`src/rtl/countdown_display_pkg.sv`:
```
// Shared types, glyph constants and BCD decoding for the countdown display.
// Segment vectors are {g,f,e,d,c,b,a}, active-low.
package countdown_display_pkg;

    typedef enum logic [1:0] {
        ST_IDLE    = 2'd0,
        ST_RUN     = 2'd1,
        ST_LOW     = 2'd2,
        ST_EXPIRED = 2'd3
    } state_e;

    typedef enum logic [1:0] {
        GL_BLANK = 2'd0,
        GL_DASH  = 2'd1,
        GL_A     = 2'd2,
        GL_DIGIT = 2'd3
    } glyph_e;

    localparam logic [6:0] SEG_BLANK = 7'h7F;
    localparam logic [6:0] SEG_DASH  = 7'h3F;
    localparam logic [6:0] SEG_A     = 7'h08;
    localparam logic [6:0] SEG_E     = 7'h06;

    // Non-BCD codes 10..15 render as 'E'
    function automatic logic [6:0] bcd_to_seg(input logic [3:0] bcd);
        logic [6:0] s;
        case (bcd)
            4'd0:    s = 7'h40;
            4'd1:    s = 7'h79;
            4'd2:    s = 7'h24;
            4'd3:    s = 7'h30;
            4'd4:    s = 7'h19;
            4'd5:    s = 7'h12;
            4'd6:    s = 7'h02;
            4'd7:    s = 7'h78;
            4'd8:    s = 7'h00;
            4'd9:    s = 7'h10;
            default: s = SEG_E;
        endcase
        return s;
    endfunction

endpackage

```
`src/rtl/countdown_display_seg7_encode.sv`:
```
// Combinational glyph selector: turns a glyph choice plus BCD digit into
// active-low segment drive.
module seg7_encode
    import countdown_display_pkg::*;
(
    input  glyph_e     sel_i,
    input  logic [3:0] bcd_i,
    output logic [6:0] seg_o
);

    always_comb begin
        seg_o = SEG_BLANK;
        case (sel_i)
            GL_BLANK: seg_o = SEG_BLANK;
            GL_DASH:  seg_o = SEG_DASH;
            GL_A:     seg_o = SEG_A;
            GL_DIGIT: seg_o = bcd_to_seg(bcd_i);
            default:  seg_o = SEG_BLANK;
        endcase
    end

endmodule

```
`src/rtl/countdown_display.sv`:
```
// Four-digit multiplexed seven-segment driver for the countdown stage:
// blanking, armed glyph, final-seconds blink and latched expiry flash.
module countdown_display
    import countdown_display_pkg::*;
#(
    parameter int REFRESH_DIV = 50000
) (
    input  logic       clk,
    input  logic       reset,
    input  logic [3:0] value_three,
    input  logic [3:0] value_two,
    input  logic [3:0] value_one,
    input  logic       sec_timer,
    input  logic       clear,
    output logic [6:0] seg,
    output logic [3:0] an,
    output logic       expired
);

    localparam int DW = (REFRESH_DIV > 2) ? $clog2(REFRESH_DIV) : 1;
    localparam logic [DW-1:0] DIV_LAST = DW'(REFRESH_DIV - 1);

    state_e        state_q, state_d;
    logic          phase_q, phase_d;
    logic [3:0]    d3_q, d2_q, d1_q;
    logic [DW-1:0] div_q, div_d;
    logic [1:0]    slot_q, slot_d;
    logic [6:0]    seg_q, seg_d;
    logic [3:0]    an_q, an_d;
    logic          expired_q, expired_d;
    glyph_e        glyph_sel;
    logic [3:0]    glyph_bcd;
    logic          zero_all;

    assign zero_all = (value_three == 4'd0) && (value_two == 4'd0) && (value_one == 4'd0);

    always_ff @(posedge clk or posedge reset) begin
        if (reset) begin
            state_q <= ST_IDLE;
            phase_q <= 1'b0;
        end else begin
            state_q <= state_d;
            phase_q <= phase_d;
        end
    end

    always_comb begin
        state_d = state_q;
        case (state_q)
            ST_IDLE:    if (!zero_all) state_d = ST_RUN;
            ST_RUN: begin
                if (zero_all)
                    state_d = ST_IDLE;
                else if ((value_three == 4'd0) && (value_two == 4'd0))
                    state_d = ST_LOW;
            end
            ST_LOW: begin
                if (zero_all)
                    state_d = ST_EXPIRED;
                else if ((value_three != 4'd0) || (value_two != 4'd0))
                    state_d = ST_RUN;
            end
            ST_EXPIRED: if (clear) state_d = ST_IDLE;
            default:    state_d = ST_IDLE;
        endcase

        // A state change always restarts the blink on its visible half
        phase_d = phase_q;
        if (state_d != state_q)
            phase_d = 1'b0;
        else if (sec_timer && ((state_q == ST_LOW) || (state_q == ST_EXPIRED)))
            phase_d = ~phase_q;
    end

    always_comb begin
        div_d  = (div_q == DIV_LAST) ? '0 : div_q + DW'(1);
        slot_d = (div_q == DIV_LAST) ? slot_q + 2'd1 : slot_q;
    end

    // Output selection looks ahead to the slot being registered so an/seg line up
    always_comb begin
        glyph_sel = GL_BLANK;
        glyph_bcd = d1_q;
        if (state_q == ST_EXPIRED) begin
            glyph_sel = phase_q ? GL_BLANK : GL_DASH;
        end else if ((state_q == ST_RUN) || ((state_q == ST_LOW) && !phase_q)) begin
            case (slot_d)
                2'd3: glyph_sel = GL_A;
                2'd2: begin
                    glyph_bcd = d3_q;
                    glyph_sel = (d3_q == 4'd0) ? GL_BLANK : GL_DIGIT;
                end
                2'd1: begin
                    glyph_bcd = d2_q;
                    glyph_sel = ((d3_q == 4'd0) && (d2_q == 4'd0)) ? GL_BLANK : GL_DIGIT;
                end
                default: begin
                    glyph_bcd = d1_q;
                    glyph_sel = GL_DIGIT;
                end
            endcase
        end
        an_d      = (div_d == '0) ? 4'hF : ~(4'b0001 << slot_d);
        expired_d = (state_q == ST_EXPIRED);
    end

    seg7_encode u_encode (
        .sel_i (glyph_sel),
        .bcd_i (glyph_bcd),
        .seg_o (seg_d)
    );

    always_ff @(posedge clk or posedge reset) begin
        if (reset) begin
            d3_q      <= 4'd0;
            d2_q      <= 4'd0;
            d1_q      <= 4'd0;
            div_q     <= '0;
            slot_q    <= 2'd0;
            seg_q     <= SEG_BLANK;
            an_q      <= 4'hF;
            expired_q <= 1'b0;
        end else begin
            d3_q      <= value_three;
            d2_q      <= value_two;
            d1_q      <= value_one;
            div_q     <= div_d;
            slot_q    <= slot_d;
            seg_q     <= seg_d;
            an_q      <= an_d;
            expired_q <= expired_d;
        end
    end

    assign seg     = seg_q;
    assign an      = an_q;
    assign expired = expired_q;

endmodule
```
`config.mk`:
```
export PLATFORM = sky130hd
export DESIGN_NAME = countdown_display
export DESIGN_NICKNAME = d
export VERILOG_FILES = /design/src/rtl/countdown_display_pkg.sv /design/src/rtl/countdown_display_seg7_encode.sv /design/src/rtl/countdown_display.sv
export SDC_FILE = /design/constraint.sdc
export NUM_CORES = 1
export LEC_CHECK = 0
export ABC_AREA = 1
export CORE_MARGIN = 1
export CORE_UTILIZATION = 50
export DETAILED_ROUTE_END_ITERATION = 10
export PLACE_DENSITY_LB_ADDON = 0.1
export SLEW_MARGIN = 0
export SYNTH_ARGS = -nofsm -noshare
export SYNTH_HDL_FRONTEND = slang
export SYNTH_HIERARCHICAL = 1
export SYNTH_SLANG_ARGS = --single-unit
```
`constraint.sdc`:
```
create_clock -name clk -period 2.7 [get_ports clk]
set_input_delay 0.54 -clock clk [delete_from_list [all_inputs] [get_ports clk]]
set_output_delay 0.54 -clock clk [all_outputs]
set_load 0.05 [all_outputs]
```
Yosys cells after proc, flatten, opt, wreduce, memory -nomap -nowiden
Memory sizes are Yosys's and may differ from the RTL's.
Index checks and enable logic that the tools add are counted.
{"block": "op_classes", "n_addsub": 2, "multipliers": 0, "n_div": 0, "magnitude_cmp": 0, "eq_ne": 11, "shift": 1, "n_mux": 22, "bitwise_logic": 2, "reduce_logical": 20}
{"operator": "7-bit one-hot mux with 4 select lines", "n": 1}
{"operator": "2-bit 2-to-1 mux", "n": 11}
{"operator": "4-bit zero test", "n": 5}
{"operator": "16-bit by 1-bit adder with 16-bit output (second input constant)", "n": 1}
{"operator": "16-bit == test (second input constant)", "n": 1}
{"operator": "16-bit zero test", "n": 1}
{"operator": "16-bit 2-to-1 mux", "n": 1}
{"operator": "2-bit == test (second input constant)", "n": 6}
{"operator": "4-bit 2-to-1 mux", "n": 3}
{"operator": "2-bit one-hot mux with 4 select lines", "n": 1}
{"operator": "4-bit one-hot mux with 2 select lines", "n": 1}
{"operator": "4-bit nonzero test", "n": 2}
{"operator": "2-bit by 1-bit == test with 1-bit output (second input constant)", "n": 3}
{"operator": "2-bit one-hot mux with 3 select lines", "n": 1}
{"operator": "1-bit logical AND", "n": 5}
{"operator": "2-bit zero test", "n": 2}
{"operator": "4-bit NOT", "n": 1}
{"operator": "1-bit by 2-bit << shifter with 4-bit output (first input constant)", "n": 1}
{"operator": "1-bit logical OR", "n": 3}
{"operator": "1-bit 2-to-1 mux", "n": 3}
{"operator": "2-bit by 1-bit adder with 2-bit output (second input constant)", "n": 1}
{"operator": "2-bit != test", "n": 1}
{"operator": "2-bit nonzero test", "n": 1}
{"operator": "1-bit zero test", "n": 1}
{"operator": "1-bit NOT", "n": 1}
{"block": "word_totals", "regBits": 45, "latchBits": 0, "ram_bits": 0, "romBits": 112, "mem_count": 1}
{"name": "(no name shown)", "depth": 16, "word_bits": 7, "read_ports": 1, "rd_clocked_by_memory_dff": 0, "wr": 0, "line_no": "countdown_display_pkg.sv:27", "text": "case (bcd)"}

Logic depth before layout (Yosys ltp)
{"block": "depth", "word_depth": 8, "mapped_depth": 19, "depth_no_buf": 19}

Hierarchy
The synthesis kept the hierarchy.
{"module": "countdown_display", "n_inst": 1, "cells_per_inst": 283, "area_per_inst_um2": 2249.7, "seq_area_each_um2": 1139.8}
{"module": "seg7_encode", "n_inst": 1, "cells_per_inst": 42, "area_per_inst_um2": 240.2, "seq_area_each_um2": 0.0}

Worst setup path before layout
Ideal clock, no wire load.
{"block": "synth_timing", "path_type": "register -> register", "start": "register div_q[0]", "end": "register seg_q[3], in the netlist seg[3]", "arrival_time_ps": 2774, "required_ps": 2632, "slack_ps": -142, "stages_incl_launch_ff": 15, "path_buffers": 0, "period_less_slack_ps": 2842, "cell_sequence": "dfrtp_1 > ha_1 > nand3_2 > nor2_1 > nand3_1 > xor2_1 > inv_1 > ha_1 > nand2_1 > mux2_2 > inv_1 > ha_1 > a21oi_1 > o21ai_0 > nand3_1"}
{"block": "synth_via", "elab_chain_len": 8}
{"item": "from (decl)", "line_no": "countdown_display.sv:26", "text": "logic [DW-1:0] div_q, div_d;"}
{"item": "from (signal assigned)", "line_no": "countdown_display.sv:127", "text": "div_q <= div_d;"}
{"item": "16-bit == test *", "line_no": "countdown_display.sv:77", "text": "slot_d = (div_q == DIV_LAST) ? slot_q + 2'd1 : slot_q;"}
{"item": "2-bit 2-to-1 mux *", "line_no": "countdown_display.sv:77"}
{"item": "via slot_d[1]", "line_no": "countdown_display.sv:27", "text": "logic [1:0] slot_q, slot_d;"}
{"item": "2-bit by 1-bit == test with 1-bit output / 2-bit == test (equally long branches)", "line_no": "countdown_display.sv:87", "text": "case (slot_d)"}
{"item": "4-bit one-hot mux with 2 select lines *", "line_no": "countdown_display.sv:87"}
{"item": "4-bit 2-to-1 mux *", "line_no": "countdown_display.sv:86", "text": "end else if ((state_q == ST_RUN) || ((state_q == ST_LOW) && !phase_q)) begin"}
{"item": "4-bit 2-to-1 mux *", "line_no": "countdown_display.sv:84", "text": "if (state_q == ST_EXPIRED) begin"}
{"item": "via glyph_bcd[1]", "line_no": "countdown_display.sv:32", "text": "logic [3:0] glyph_bcd;"}
{"item": "memory 16 x 7 bit *"}
{"item": "7-bit one-hot mux with 4 select lines *", "line_no": "countdown_display_seg7_encode.sv:13", "text": "case (sel_i)"}
{"item": "via seg_d[3]", "line_no": "countdown_display.sv:28", "text": "logic [6:0] seg_q, seg_d;"}
{"item": "to (signal assigned)", "line_no": "countdown_display.sv:129", "text": "seg_q <= seg_d;"}
{"item": "to (decl)", "line_no": "countdown_display.sv:28"}
Mark *: on every way through the listed nets, which the timed path passes. The rest lies on a longest branch.
A chain may end at the register's enable or synchronous reset.

Worst setup path in the final report
{"block": "layout_timing", "start": "register div_q[11]", "end": "register seg_q[4], in the netlist seg[4]"}
{"block": "layout_via", "elab_chain_len": 8}
{"item": "16-bit == test *", "line_no": "countdown_display.sv:77"}
{"item": "2-bit 2-to-1 mux *", "line_no": "countdown_display.sv:77"}
{"item": "2-bit by 1-bit == test with 1-bit output / 2-bit == test (equally long branches)", "line_no": "countdown_display.sv:87"}
{"item": "4-bit one-hot mux with 2 select lines *", "line_no": "countdown_display.sv:87"}
{"item": "4-bit 2-to-1 mux *", "line_no": "countdown_display.sv:86"}
{"item": "4-bit 2-to-1 mux *", "line_no": "countdown_display.sv:84"}
{"item": "via glyph_bcd[1]", "line_no": "countdown_display.sv:32"}
{"item": "memory 16 x 7 bit *"}
{"item": "7-bit one-hot mux with 4 select lines *", "line_no": "countdown_display_seg7_encode.sv:13"}
{"item": "via seg_d[4]", "line_no": "countdown_display.sv:28"}
Marked as above.

==> impl_metrics.json <==
{
  "clk_latency_ns": 0.30,
  "required_ns": 2.94,
  "yosys_warnings": 6,
  "setup_viol": 0,
  "cts_tree": "built",
  "yosysMostFrequentCell": "nand2_1",
  "die_w_um": 72.57,
  "drc": 0,
  "swShare_pct": 28.95,
  "syn_area_um2": 2490,
  "layout-drive-gt1-share_pct": 21.20,
  "hp-class": "reg -> reg",
  "p_sw_uw": 462.5,
  "fmax_ghz": 0.3781,
  "fill_cells": 404,
  "design.die.area_um2": 5266,
  "p_clk_share_pct": 31.7,
  "crit_path_frequent_cell": "nand2_1",
  "syn-instance-count": 325,
  "cp.arrival_ns": 2.88,
  "cts_root_buf": "clkbuf_8",
  "insertedDiodeCount": 0,
  "fin_crit_sh_pct": 97.95,
  "dr.first_iter.drc_count": 136,
  "port_buffers": 27,
  "path_clk_slew_ns": 0.08,
  "start_util_pct": 52.37,
  "grt_pass1_vias": 1935,
  "hpwl_um": 4036,
  "final_area_um2": 3251,
  "synth_top_cell_area_share_pct": 34.17,
  "wl_per_cell_um": 12.07,
  "drv_cap": 0,
  "leakage_nw": 1.670,
  "comb_power_share_pct": 21.0,
  "synth_area_leaders": "dfrtp_1 (34%), nand2_1 (12%), dfstp_2 (12%), inv_1 (9.9%), nor2_1 (6.6%)",
  "gp_congestion": 0.9007,
  "num_vias": 2177,
  "grt_overflow": 0,
  "cellPowerDensity_nw_per_um2": 491.5,
  "crit_fanout": 4,
  "clk_path_buf_depth": 2,
  "final_util_pct": 68.37,
  "final_nets": 408,
  "seqPwrFrac_pct": 47.3,
  "ant_nets": 0,
  "ys_seq_area_share_pct": 45.78,
  "antenna_found_initial": 0,
  "die_h_um": 72.57,
  "vias_per_cell": 4.849,
  "synth.distinct_cells": 26,
  "slowest_delay_ns": 0.40,
  "synth-edff-count": 0,
  "status": "finished clean",
  "grt_pass1_wl_um": 8645,
  "hold_ws_ns": 0.5859,
  "slowest_stage": "dfrtp_1",
  "regArea_um2": 1140,
  "maxSlewViolCount": 0,
  "synth_top_area_cell": "dfrtp_1",
  "post_dp_cell_area_um2": 3027,
  "crit_path_start_kind": "flop",
  "grt_max_degree": 27,
  "hold_violations": 0,
  "hold_buffers": 0,
  "multi_input_area_um2": 1222,
  "core_um2": 4755,
  "peakVddDrop_mv": 0.2953,
  "synth_ff_type": "dfrtp_1",
  "avgSynthCellArea_um2": 7.661,
  "crit_family": "simple AND/OR/NAND/NOR gates",
  "power.internal_mw": 1.135,
  "crit_path_end_kind": "flop",
  "synth_common_cells": "nand2_1 (79), inv_1 (66), nor2_1 (44), dfrtp_1 (34), nand3_1 (22)",
  "critical_path_buf_inv_count": 3,
  "clock_skew_ns": 0.01037,
  "routed_wl_um": 5418,
  "slew_headroom_pct": 42.01,
  "pin_count": 28,
  "path_class": "reg -> reg",
  "clock_sinks": 45,
  "post-route-min-period_ns": 2.645,
  "htreeDepth": 2,
  "cts_buffers": 5,
  "tightest_slew_ns": 0.8644,
  "finalPower_mw": 1.598,
  "firstDrtPassIters": 4,
  "rows": 25,
  "path_cells": "nor2_2 -> nand2_2 -> nor2_4 -> buf_4 -> nand2_2 -> nand2_1 -> nand2_2 -> ha_2 -> inv_1 -> o22ai_1 -> mux2_4 -> buf_4 -> ha_1 -> nand2_1 -> o21ai_0 -> nand2_1 -> nand2_1 -> nand2_1",
  "synth_nets": 352,
  "ys_seq_elements": 45,
  "async_flop_share_pct": 100.0,
  "grtUsageTotal_pct": 21.51,
  "syn_to_final_growth_pct": 30.55
}
metal layers:
metal  track usage, %  share of wire [%]
met1            29.87                 46
met2            33.85                 47
met3            4.444                5.1
met4            6.754                1.9
met5                0                  0
worst paths after layout:
path | from | end | slack (ns) | cells past startpoint
setup / recovery | div_q[11] | seg[4] | 0.06 | 18
hold / removal | div_q[0] | div_q[0] | 0.59 | 2
setup reg to reg | div_q[11] | seg[4] | 0.06 | 18
hold reg to reg | div_q[0] | div_q[0] | 0.59 | 2
max in group asynchronous | reset | seg[6] | 1.41 | 3
min in group asynchronous | reset | state_q[1] | 0.61 | 2
layout by cell type, fill, tap and decap left out, drive strengths merged:
| cell | instances |
|---|---|
| nor2 | 53 |
| clkinv | 3 |
| nand2 | 83 |
| o22ai | 4 |
| dfrtp | 34 |
| nand4 | 5 |
| clkbuf | 6 |
| a21o | 2 |
| xnor2 | 1 |
| clkdlybuf4s50 | 27 |
| nand3 | 24 |
| o211ai | 1 |
| bufinv | 1 |
| o21bai | 1 |
| inv | 66 |
| ha | 11 |
| a21oi | 5 |
| dfstp | 11 |
| nand3b | 1 |
| mux2 | 4 |
| buf | 22 |
| o21ai | 16 |
| xor2 | 1 |
worst reg2reg max path: cells and delay by family (launching register included):
| family | cells | cell delay [ns] |
|---|---|---|
| simple gates | 10 | 0.90 |
| flops | 1 | 0.40 |
| buf+inv | 3 | 0.40 |
| fa+ha+maj | 2 | 0.39 |
| mux | 1 | 0.30 |
| compound gates | 2 | 0.19 |
registers in the layout (all words and copies together), names as in the netlist:
signal,flops
slot_q,2
d3_q,4
state_q,2
d1_q,4
seg,7
phase_q,1
an,4
d2_q,4
expired,1
div_q,16
power by group through the flow:
stage          combinational, mW  sequential (mW)  clock [mW]
4_1_cts                    0.330            0.755       0.523
3_3_place_gp               0.323            0.766           0
5_1_grt                    0.361            0.760       0.545
3_5_place_dp               0.328            0.768           0
6_report                   0.335            0.756       0.507
2_1_floorplan              0.102            0.879           0
cells by family after synthesis:
| family | share of synthesized area (%) |
|---|---|
| multiplexers | 1.809 |
| AO/OA/AOI/OAI | 6.733 |
| flip-flops | 45.78 |
| AND/OR/NAND/NOR | 29.20 |
| adder cells (fa/ha/maj) | 5.528 |
| XOR/XNOR | 0.7036 |
| buffers and inverters | 10.25 |
through the flow:
stage | cells | setup WS (ns) | TNS [ns]
2_1_floorplan | 325 | 0.01338 | 0
3_3_place_gp | 438 | 0.03829 | 0
3_5_place_dp | 438 | -0.04748 | -0.04748
4_1_cts | 447 | 0.02783 | 0
5_1_grt | 449 | -0.07596 | -0.1837
6_report | 449 | 0.05530 | 0
layout make-up:
type | instances | share of cell area (%)
inverters | 68 | 7.929
clock buffers | 6 | 2.232
clock inverters | 2 | 1.193
repair buffers | 49 | 13.39
multi-input cells | 212 | 37.61
flip-flops and latches | 45 | 35.07
well taps | 67 | 2.579
repair_timing:
action	in CTS	in global routing
buffers inserted	1	2
endpoints found under the setup margin	2	7
resized for setup	4	20
pin swaps	1	6
Note: power is estimated with default switching activity, not from simulation.
